$ cat src/rtl/mag_comparator_iter_pkg.sv
// Shared definitions for the iterative magnitude comparator: FSM state
// encoding, chunk-count computation and the index-width helper.
package mag_comparator_iter_pkg;

    typedef enum logic [0:0] {
        IDLE = 1'b0,
        CMP  = 1'b1
    } state_t;

    // Result encoding used for the {eq, lt, gt} triple.
    localparam logic [2:0] RES_EQ = 3'b100;
    localparam logic [2:0] RES_LT = 3'b010;
    localparam logic [2:0] RES_GT = 3'b001;

    // Number of chunks an operand is split into.
    function automatic int calc_nchunk(input int width, input int chunk);
        return width / chunk;
    endfunction

    // Ceiling log2; clog2(1) is 0.
    function automatic int clog2(input int value);
        int result;
        int remaining;
        result    = 0;
        remaining = value - 1;
        while (remaining > 0) begin
            result    = result + 1;
            remaining = remaining >> 1;
        end
        return result;
    endfunction

    // Width of the chunk index register, never narrower than one bit.
    function automatic int idx_width(input int nchunk);
        return (nchunk > 1) ? clog2(nchunk) : 1;
    endfunction

endpackage

$ cat src/rtl/mag_comparator_iter_if.sv
// Start/busy/done handshake bundle between a requester (master) and the
// iterative comparator (slave).
interface mag_comparator_iter_if #(
    parameter int WIDTH = 16
);
    logic             start;
    logic             is_signed;
    logic [WIDTH-1:0] a;
    logic [WIDTH-1:0] b;
    logic             busy;
    logic             done;
    logic             eq;
    logic             lt;
    logic             gt;

    modport master (
        output start, is_signed, a, b,
        input  busy, done, eq, lt, gt
    );

    modport slave (
        input  start, is_signed, a, b,
        output busy, done, eq, lt, gt
    );
endinterface

$ cat src/rtl/mag_comparator_iter_chunk.sv
// Combinational unsigned compare of one CHUNK-bit slice; the multi-bit
// generalisation of the 1-bit eq/lt/gt cell.
module mag_comparator_iter_chunk #(
    parameter int CHUNK = 4
) (
    input  logic [CHUNK-1:0] a,
    input  logic [CHUNK-1:0] b,
    output logic             eq,
    output logic             lt,
    output logic             gt
);

    // Exactly one of eq/lt/gt is high for any pair of slices.
    always_comb begin
        eq = (a == b);
        lt = (a < b);
        gt = (a > b);
    end

endmodule

$ cat src/rtl/mag_comparator_iter.sv
// Iterative WIDTH-bit magnitude comparator. Walks the operands CHUNK bits per
// cycle from the MSB chunk down and finishes at the first differing chunk.
// Signed compares are turned into unsigned ones by flipping the sign bit of
// both operands when they are latched.
module mag_comparator_iter
    import mag_comparator_iter_pkg::*;
#(
    parameter int WIDTH = 16,
    parameter int CHUNK = 4
) (
    input  logic                 clk,
    input  logic                 rst,
    mag_comparator_iter_if.slave bus
);

    localparam int NCHUNK = calc_nchunk(WIDTH, CHUNK);
    localparam int IDXW   = idx_width(NCHUNK);
    localparam logic [IDXW-1:0] IDX_MSB = IDXW'(NCHUNK - 1);

    generate
        if (WIDTH < 1 || CHUNK < 1 || (WIDTH % CHUNK) != 0) begin : g_param_check
            $error("mag_comparator_iter: CHUNK must be >= 1 and divide WIDTH exactly");
        end
    endgenerate

    state_t            state_q, state_d;
    logic [WIDTH-1:0]  a_q, a_d;
    logic [WIDTH-1:0]  b_q, b_d;
    logic [IDXW-1:0]   idx_q, idx_d;
    logic              busy_q, busy_d;
    logic              done_q, done_d;
    logic              eq_q, eq_d;
    logic              lt_q, lt_d;
    logic              gt_q, gt_d;

    logic [CHUNK-1:0]  a_chunk;
    logic [CHUNK-1:0]  b_chunk;
    logic              chunk_eq;
    logic              chunk_lt;
    logic              chunk_gt;

    // Select the slice currently under comparison from both operand registers.
    always_comb begin
        a_chunk = '0;
        b_chunk = '0;
        for (int i = 0; i < NCHUNK; i++) begin
            if (idx_q == IDXW'(i)) begin
                a_chunk = a_q[i*CHUNK +: CHUNK];
                b_chunk = b_q[i*CHUNK +: CHUNK];
            end
        end
    end

    mag_comparator_iter_chunk #(
        .CHUNK (CHUNK)
    ) u_chunk (
        .a  (a_chunk),
        .b  (b_chunk),
        .eq (chunk_eq),
        .lt (chunk_lt),
        .gt (chunk_gt)
    );

    // Next-state logic: accept a request in IDLE, then step one chunk per cycle.
    always_comb begin
        state_d = state_q;
        a_d     = a_q;
        b_d     = b_q;
        idx_d   = idx_q;
        busy_d  = busy_q;
        done_d  = 1'b0;
        eq_d    = eq_q;
        lt_d    = lt_q;
        gt_d    = gt_q;
        case (state_q)
            IDLE: begin
                if (bus.start) begin
                    a_d          = bus.a;
                    a_d[WIDTH-1] = bus.a[WIDTH-1] ^ bus.is_signed;
                    b_d          = bus.b;
                    b_d[WIDTH-1] = bus.b[WIDTH-1] ^ bus.is_signed;
                    idx_d        = IDX_MSB;
                    busy_d       = 1'b1;
                    state_d      = CMP;
                end
            end
            CMP: begin
                if (!chunk_eq) begin
                    eq_d    = 1'b0;
                    lt_d    = chunk_lt;
                    gt_d    = chunk_gt;
                    done_d  = 1'b1;
                    busy_d  = 1'b0;
                    state_d = IDLE;
                end else if (idx_q == '0) begin
                    eq_d    = 1'b1;
                    lt_d    = 1'b0;
                    gt_d    = 1'b0;
                    done_d  = 1'b1;
                    busy_d  = 1'b0;
                    state_d = IDLE;
                end else begin
                    idx_d = idx_q - IDXW'(1);
                end
            end
        endcase
    end

    // State, operand and result registers; reset aborts any compare in flight.
    always_ff @(posedge clk or posedge rst) begin
        if (rst) begin
            state_q <= IDLE;
            a_q     <= '0;
            b_q     <= '0;
            idx_q   <= '0;
            busy_q  <= 1'b0;
            done_q  <= 1'b0;
            eq_q    <= 1'b0;
            lt_q    <= 1'b0;
            gt_q    <= 1'b0;
        end else begin
            state_q <= state_d;
            a_q     <= a_d;
            b_q     <= b_d;
            idx_q   <= idx_d;
            busy_q  <= busy_d;
            done_q  <= done_d;
            eq_q    <= eq_d;
            lt_q    <= lt_d;
            gt_q    <= gt_d;
        end
    end

    assign bus.busy = busy_q;
    assign bus.done = done_q;
    assign bus.eq   = eq_q;
    assign bus.lt   = lt_q;
    assign bus.gt   = gt_q;

endmodule

$ cat src/flat_wrapper.sv
// flat-port wrapper written by rule: the top's interface ports become plain ports
module mag_comparator_iter_flat import mag_comparator_iter_pkg::*;
#(
    parameter int WIDTH = 16,
    parameter int CHUNK = 4
)
  (clk, rst, bus_start, bus_is_signed, bus_a, bus_b, bus_busy, bus_done, bus_eq, bus_lt, bus_gt);
  mag_comparator_iter_if #(.WIDTH(WIDTH)) bus_i ();
  input  logic clk;
  input  logic rst;
  input wire logic [$bits(bus_i.start)-1:0] bus_start;
  input wire logic [$bits(bus_i.is_signed)-1:0] bus_is_signed;
  input wire logic [$bits(bus_i.a)-1:0] bus_a;
  input wire logic [$bits(bus_i.b)-1:0] bus_b;
  output wire logic [$bits(bus_i.busy)-1:0] bus_busy;
  output wire logic [$bits(bus_i.done)-1:0] bus_done;
  output wire logic [$bits(bus_i.eq)-1:0] bus_eq;
  output wire logic [$bits(bus_i.lt)-1:0] bus_lt;
  output wire logic [$bits(bus_i.gt)-1:0] bus_gt;
  assign bus_i.start = bus_start;
  assign bus_i.is_signed = bus_is_signed;
  assign bus_i.a = bus_a;
  assign bus_i.b = bus_b;
  assign bus_busy = bus_i.busy;
  assign bus_done = bus_i.done;
  assign bus_eq = bus_i.eq;
  assign bus_lt = bus_i.lt;
  assign bus_gt = bus_i.gt;
  mag_comparator_iter #(.WIDTH(WIDTH), .CHUNK(CHUNK)) u_core (.clk(clk), .rst(rst), .bus(bus_i));
endmodule
$ cat config.mk
export PLATFORM = sky130hd
export DESIGN_NAME = mag_comparator_iter_flat
export DESIGN_NICKNAME = d
export VERILOG_FILES = /design/src/rtl/mag_comparator_iter_pkg.sv /design/src/rtl/mag_comparator_iter_if.sv /design/src/rtl/mag_comparator_iter_chunk.sv /design/src/rtl/mag_comparator_iter.sv /design/src/flat_wrapper.sv
export SDC_FILE = /design/constraint.sdc
export NUM_CORES = 1
export LEC_CHECK = 0
export CAP_MARGIN = 20
export CORE_MARGIN = 2
export CORE_UTILIZATION = 55
export DETAILED_ROUTE_END_ITERATION = 12
export PLACE_DENSITY = 0.92
export SYNTH_ARGS = -nofsm -noshare
export SYNTH_HDL_FRONTEND = slang
export SYNTH_HIERARCHICAL = 1
export SYNTH_SLANG_ARGS = --single-unit
export TNS_END_PERCENT = 100
$ cat constraint.sdc
create_clock -name clk -period 3.5 [get_ports clk]
set_input_delay 0.7 -clock clk [delete_from_list [all_inputs] [get_ports clk]]
set_output_delay 0.7 -clock clk [all_outputs]
set_load 0.1 [all_outputs]
; Word level (Yosys, flattened, before mapping)
; Index checks and enable logic that the tools add are counted.
[classes]
n_addsub = 1
order_cmp = 2
eq_ne = 9
n_mux = 27
bitwise = 3
n_reduce_logical = 5
[ops]
columns = cell, n
row1 = $mux 4, 8
row2 = $mux 1, 13
row3 = $ne 2x2->1 const B, 4
row4 = $mux 2, 3
row5 = $reduce_and 2->1, 3
row6 = $eq 2x2->1 const B, 2
row7 = $eq 4x4->1, 1
row8 = $gt 4x4->1, 1
row9 = $lt 4x4->1, 1
row10 = $pmux 1 s2, 2
row11 = $pmux 2 s2, 1
row12 = $ne 3x3->1 const B, 1
row13 = $reduce_and 3->1, 1
row14 = $eq 2x1->1 const B, 1
row15 = $logic_not 2->1, 1
row16 = $sub 2x1->2 const B, 1
row17 = $xor 1x1->1, 2
row18 = $not 1->1, 1
[word_totals]
regBits = 40
input_bits = 36
out_inout_bits = 5
word_cells = 56

; Depth between registers and ports, before layout
[logic_depth]
ltp_word = 8
ltp_mapped = 14
depth_no_buf = 12

; Hierarchy
; Netlist, hierarchy kept.
[by_module_without_submodules]
columns = module, n_inst, cells_each, area_per_inst_um2, seq_area_each_um2
row1 = mag_comparator_iter, 1, 143, 1908.1, 1001.0
row2 = mag_comparator_iter_chunk, 1, 16, 128.9, 0.0

; Least setup slack after synthesis
; No wires, ideal clock.
[synth_path]
kind = register to register
from = reg u_core.idx_q[0]
to = reg u_core.idx_q[0]
setup_time_ns = 0.065
arrival_ns = 2.311
required_time_ns = 3.435
slack_ns = 1.124
stages_incl_launch_ff = 14
n_path_buf = 2
synth_period_minus_slack_ns = 2.376
cell_sequence = dfrtp_1 -> ha_1 -> buf_6 -> nor2b_2 -> buf_4 -> a22oi_1 -> a221oi_1 -> inv_1 -> ha_1 -> nand2_1 -> nor2_1 -> nand2b_1 -> a21oi_1 -> o22a_1
[synth_via]
elab_chain_len = 8
word_cells_on_any_way = 20
classes_between = 1 x add/sub / 6 x eq/ne / 11 x mux / 2 x reduce/logical
[synth_lines]
columns = item, line
row1 = "start, declared", mag_comparator_iter.sv:29  ; logic [IDXW-1:0] idx_q, idx_d;
row2 = "start signal, assigned", mag_comparator_iter.sv:125  ; idx_q <= idx_d;
row3 = $logic_not 2->1, mag_comparator_iter.sv:47  ; if (idx_q == IDXW'(i)) begin
row4 = $mux 4 (3 in a row), mag_comparator_iter.sv:47
row5 = $mux 4 *, mag_comparator_iter.sv:47
row6 = via u_core.b_chunk[2], mag_comparator_iter.sv:37  ; logic [CHUNK-1:0] b_chunk;
row7 = $eq 4x4->1 *, mag_comparator_iter_chunk.sv:15  ; eq = (a == b);
row8 = via u_core.chunk_eq, mag_comparator_iter.sv:38  ; logic chunk_eq;
row9 = $ne 2x2->1 (no source line) *, -
row10 = $reduce_and 3->1 (no source line) *, -
; Mark *: on every way through the listed nets, which the timed path passes. The rest lies on a longest branch. The select of a mux whose other input is x is not followed.
; A chain may end at the register's enable or synchronous reset.

; Final worst setup path
[layout_path]
from = reg u_core.idx_q[1]
to = reg u_core.idx_q[0]
; The elaborated chain is that of the path after synthesis.

==> results.cfg <==
[yosys]
synth_top_cell_by_area = dfrtp_1
synth.avg_cell_area_um2 = 12.8
syn_area_mm2 = 0.00204
syn_inst = 159
synth.most_common_cell = dfrtp_1
synth_ff_type = dfrtp_1
syn_nets = 203
yosysWarnings = 6
ys_ff_latch = 40
synth_top_area_share = 0.491
synth_edf_count = 0
synth_area_leaders = dfrtp_1 (49%), mux2_4 (19%), ha_1 (4.9%), a22oi_1 (2.9%), buf_6 (2.8%)
ys_seq_area_frac = 0.491
ys_types = 27
ys_top_cells_by_count = dfrtp_1 (40), mux2_4 (26), inv_1 (14)
synth-async-reset-ratio = 1.00

[critical_path]
cp_max_fo = 9
critPathKind = flip-flop to flip-flop
cp.arrival_ps = 3160
r2r_slack_ps = 570
required_ps = 3720
endpoint_kind = flip-flop
worst_setup_path_start_kind = flip-flop

[clock_tree]
clk_pin_slew_ps = 70
clock-sinks = 40
cts_made_buffers = 5
ctsHoldBuffers = 0
cts.htree.levels = 2
post-cts-setup-buffers = 0
tritoncts = done
max-clock-path-buffers = 2
cts-resized-gates = 0
clkLatencyLatePin_ps = 280
cts-root-buf = clkbuf_8

[placed_design]
dp_hpwl_mm = 2.77
port_buffers = 40
place_congestion = 0.836
place_inst = 242
dp_slack_ps = 687
dpl_cell_area_mm2 = 0.00246

[timing]
finalWorstSetupSlack_ps = 566
whs_ps = 489
finalSetupViolCount = 0
final_hold_viol_count = 0
min_period_ps = 2930
relSlewSlack = 0.354
tightestPinTransition_ps = 966
finalMaxSlewViolations = 0
tns_ps = 0
min_period_over_period = 0.838
max_clock_freq_ghz = 0.341
rsz0062_at_grt = false
fin_skew_ps = 4.64

[power_and_ir_drop]
p_leak_nw = 1.16
p_total_mw = 2.20
p_per_area_mw_per_mm2 = 863
ir_drop_uv = 366

[floorplan]
start_util = 0.565
die_width_um = 64.9
num_io_pins = 41
row_count = 22
core_mm2 = 0.00361
dieArea_mm2 = 0.00421
die_h_um = 64.9

[worst_hold_path]
hold_class = flip-flop to flip-flop

[detailed_routing]
dr.first_iter.drc_count = 114
post_drt_wl_per_cell_um = 15.8
first_pass_iters = 4
vias = 1355
vias_per_cell = 5.42
ant_nets = 0
routed_wl_mm = 3.94
drc = 0

[grt]
antenna_found_initial = 0
grt-ovfl-total = 0
grt_pass1_wl_mm = 6.92
track_usage = 0.217
grt_pass1_vias = 1474
grt_max_degree = 41

[final_layout]
finish.utilization = 0.707
fin_cells = 250
nets = 245
syn2layout_area_growth_pct = 25.2
fillers = 259
layout-drive-gt1-share = 0.203
stdcell_area_mm2 = 0.00255
num_antenna_cells = 0

[run_status]
status = complete, no violations

[job]
cap_violations = 0
-- sequential cells by signal (all words and copies together) (netlist names) --
register / cells
u_core/bus.lt: 1
u_core/b_q: 16
u_core/bus.eq: 1
u_core/a_q: 16
u_core/bus.busy: 1
u_core/idx_q: 2
u_core/bus.done: 1
u_core/state_q: 1
u_core/bus.gt: 1
-- final timing paths --
kind / endpoint / from / cells past startpoint
setup / recovery: u_core/idx_q[0] / u_core/idx_q[1] / 12
hold / removal: u_core/bus.busy / u_core/bus.busy / 1
setup reg to reg: u_core/idx_q[0] / u_core/idx_q[1] / 12
hold reg to reg: u_core/bus.busy / u_core/bus.busy / 1
max in group asynchronous: u_core/b_q[1] / rst / 3
min in group asynchronous: u_core/a_q[6] / rst / 3
-- report_power, final --
group | internal [mW] | switching (mW) | leakage, nW
clock | 0.157 | 0.147 | 0.0510
combinational | 0.538 | 0.528 | 0.638
sequential | 0.684 | 0.146 | 0.468
-- routing by layer --
metal,vias to the layer above,wire (µm),GRT usage
met2,48,1960,0.365
met4,0,27,0.0745
li1,645,-,-
met1,660,1780,0.287
met3,2,169,0.0313
met5,-,0,0
-- cells by family after synthesis --
kind of cell,Yosys count,share of synthesized area
fa+ha+maj,8,0.0491
buf+inv,21,0.0590
compound gates,35,0.124
xor+xnor,2,0.00860
mux,26,0.192
flops,40,0.491
simple gates,27,0.0762
-- worst max-delay path, stage by stage, from the launching register on --
cell	delay, ps
dfrtp_1	410
inv_1	80
ha_1	310
nor2b_2	350
a22oi_1	140
a221oi_1	340
inv_1	80
ha_1	310
nand2_1	60
nor2_1	230
nand2b_1	160
a21oi_1	250
o22a_1	160
-- cell type report --
class                   instances  area, µm²  share of cell area
inverters                      14       52.6              0.0206
clock buffers                   6       82.6              0.0324
flip-flops and latches         40       1000               0.393
clock inverters                 2       10.0             0.00393
multi-input cells              98        916               0.359
repair buffers                 42        428               0.168
well taps                      48       60.1              0.0236
-- cell usage in the layout, fill, tap and decap left out, drive strengths merged, types with 3 or more instances in the layout --
cell            n
o21ai           5
nor2b           4
a21oi           8
ha              8
o22ai           3
nor2            5
nor3b           5
mux2           26
inv            14
clkdlybuf4s50  40
dfrtp          40
nand2          10
a221oi          5
clkbuf          6
a22oi           8
Note: power is estimated with default switching activity, not from simulation.
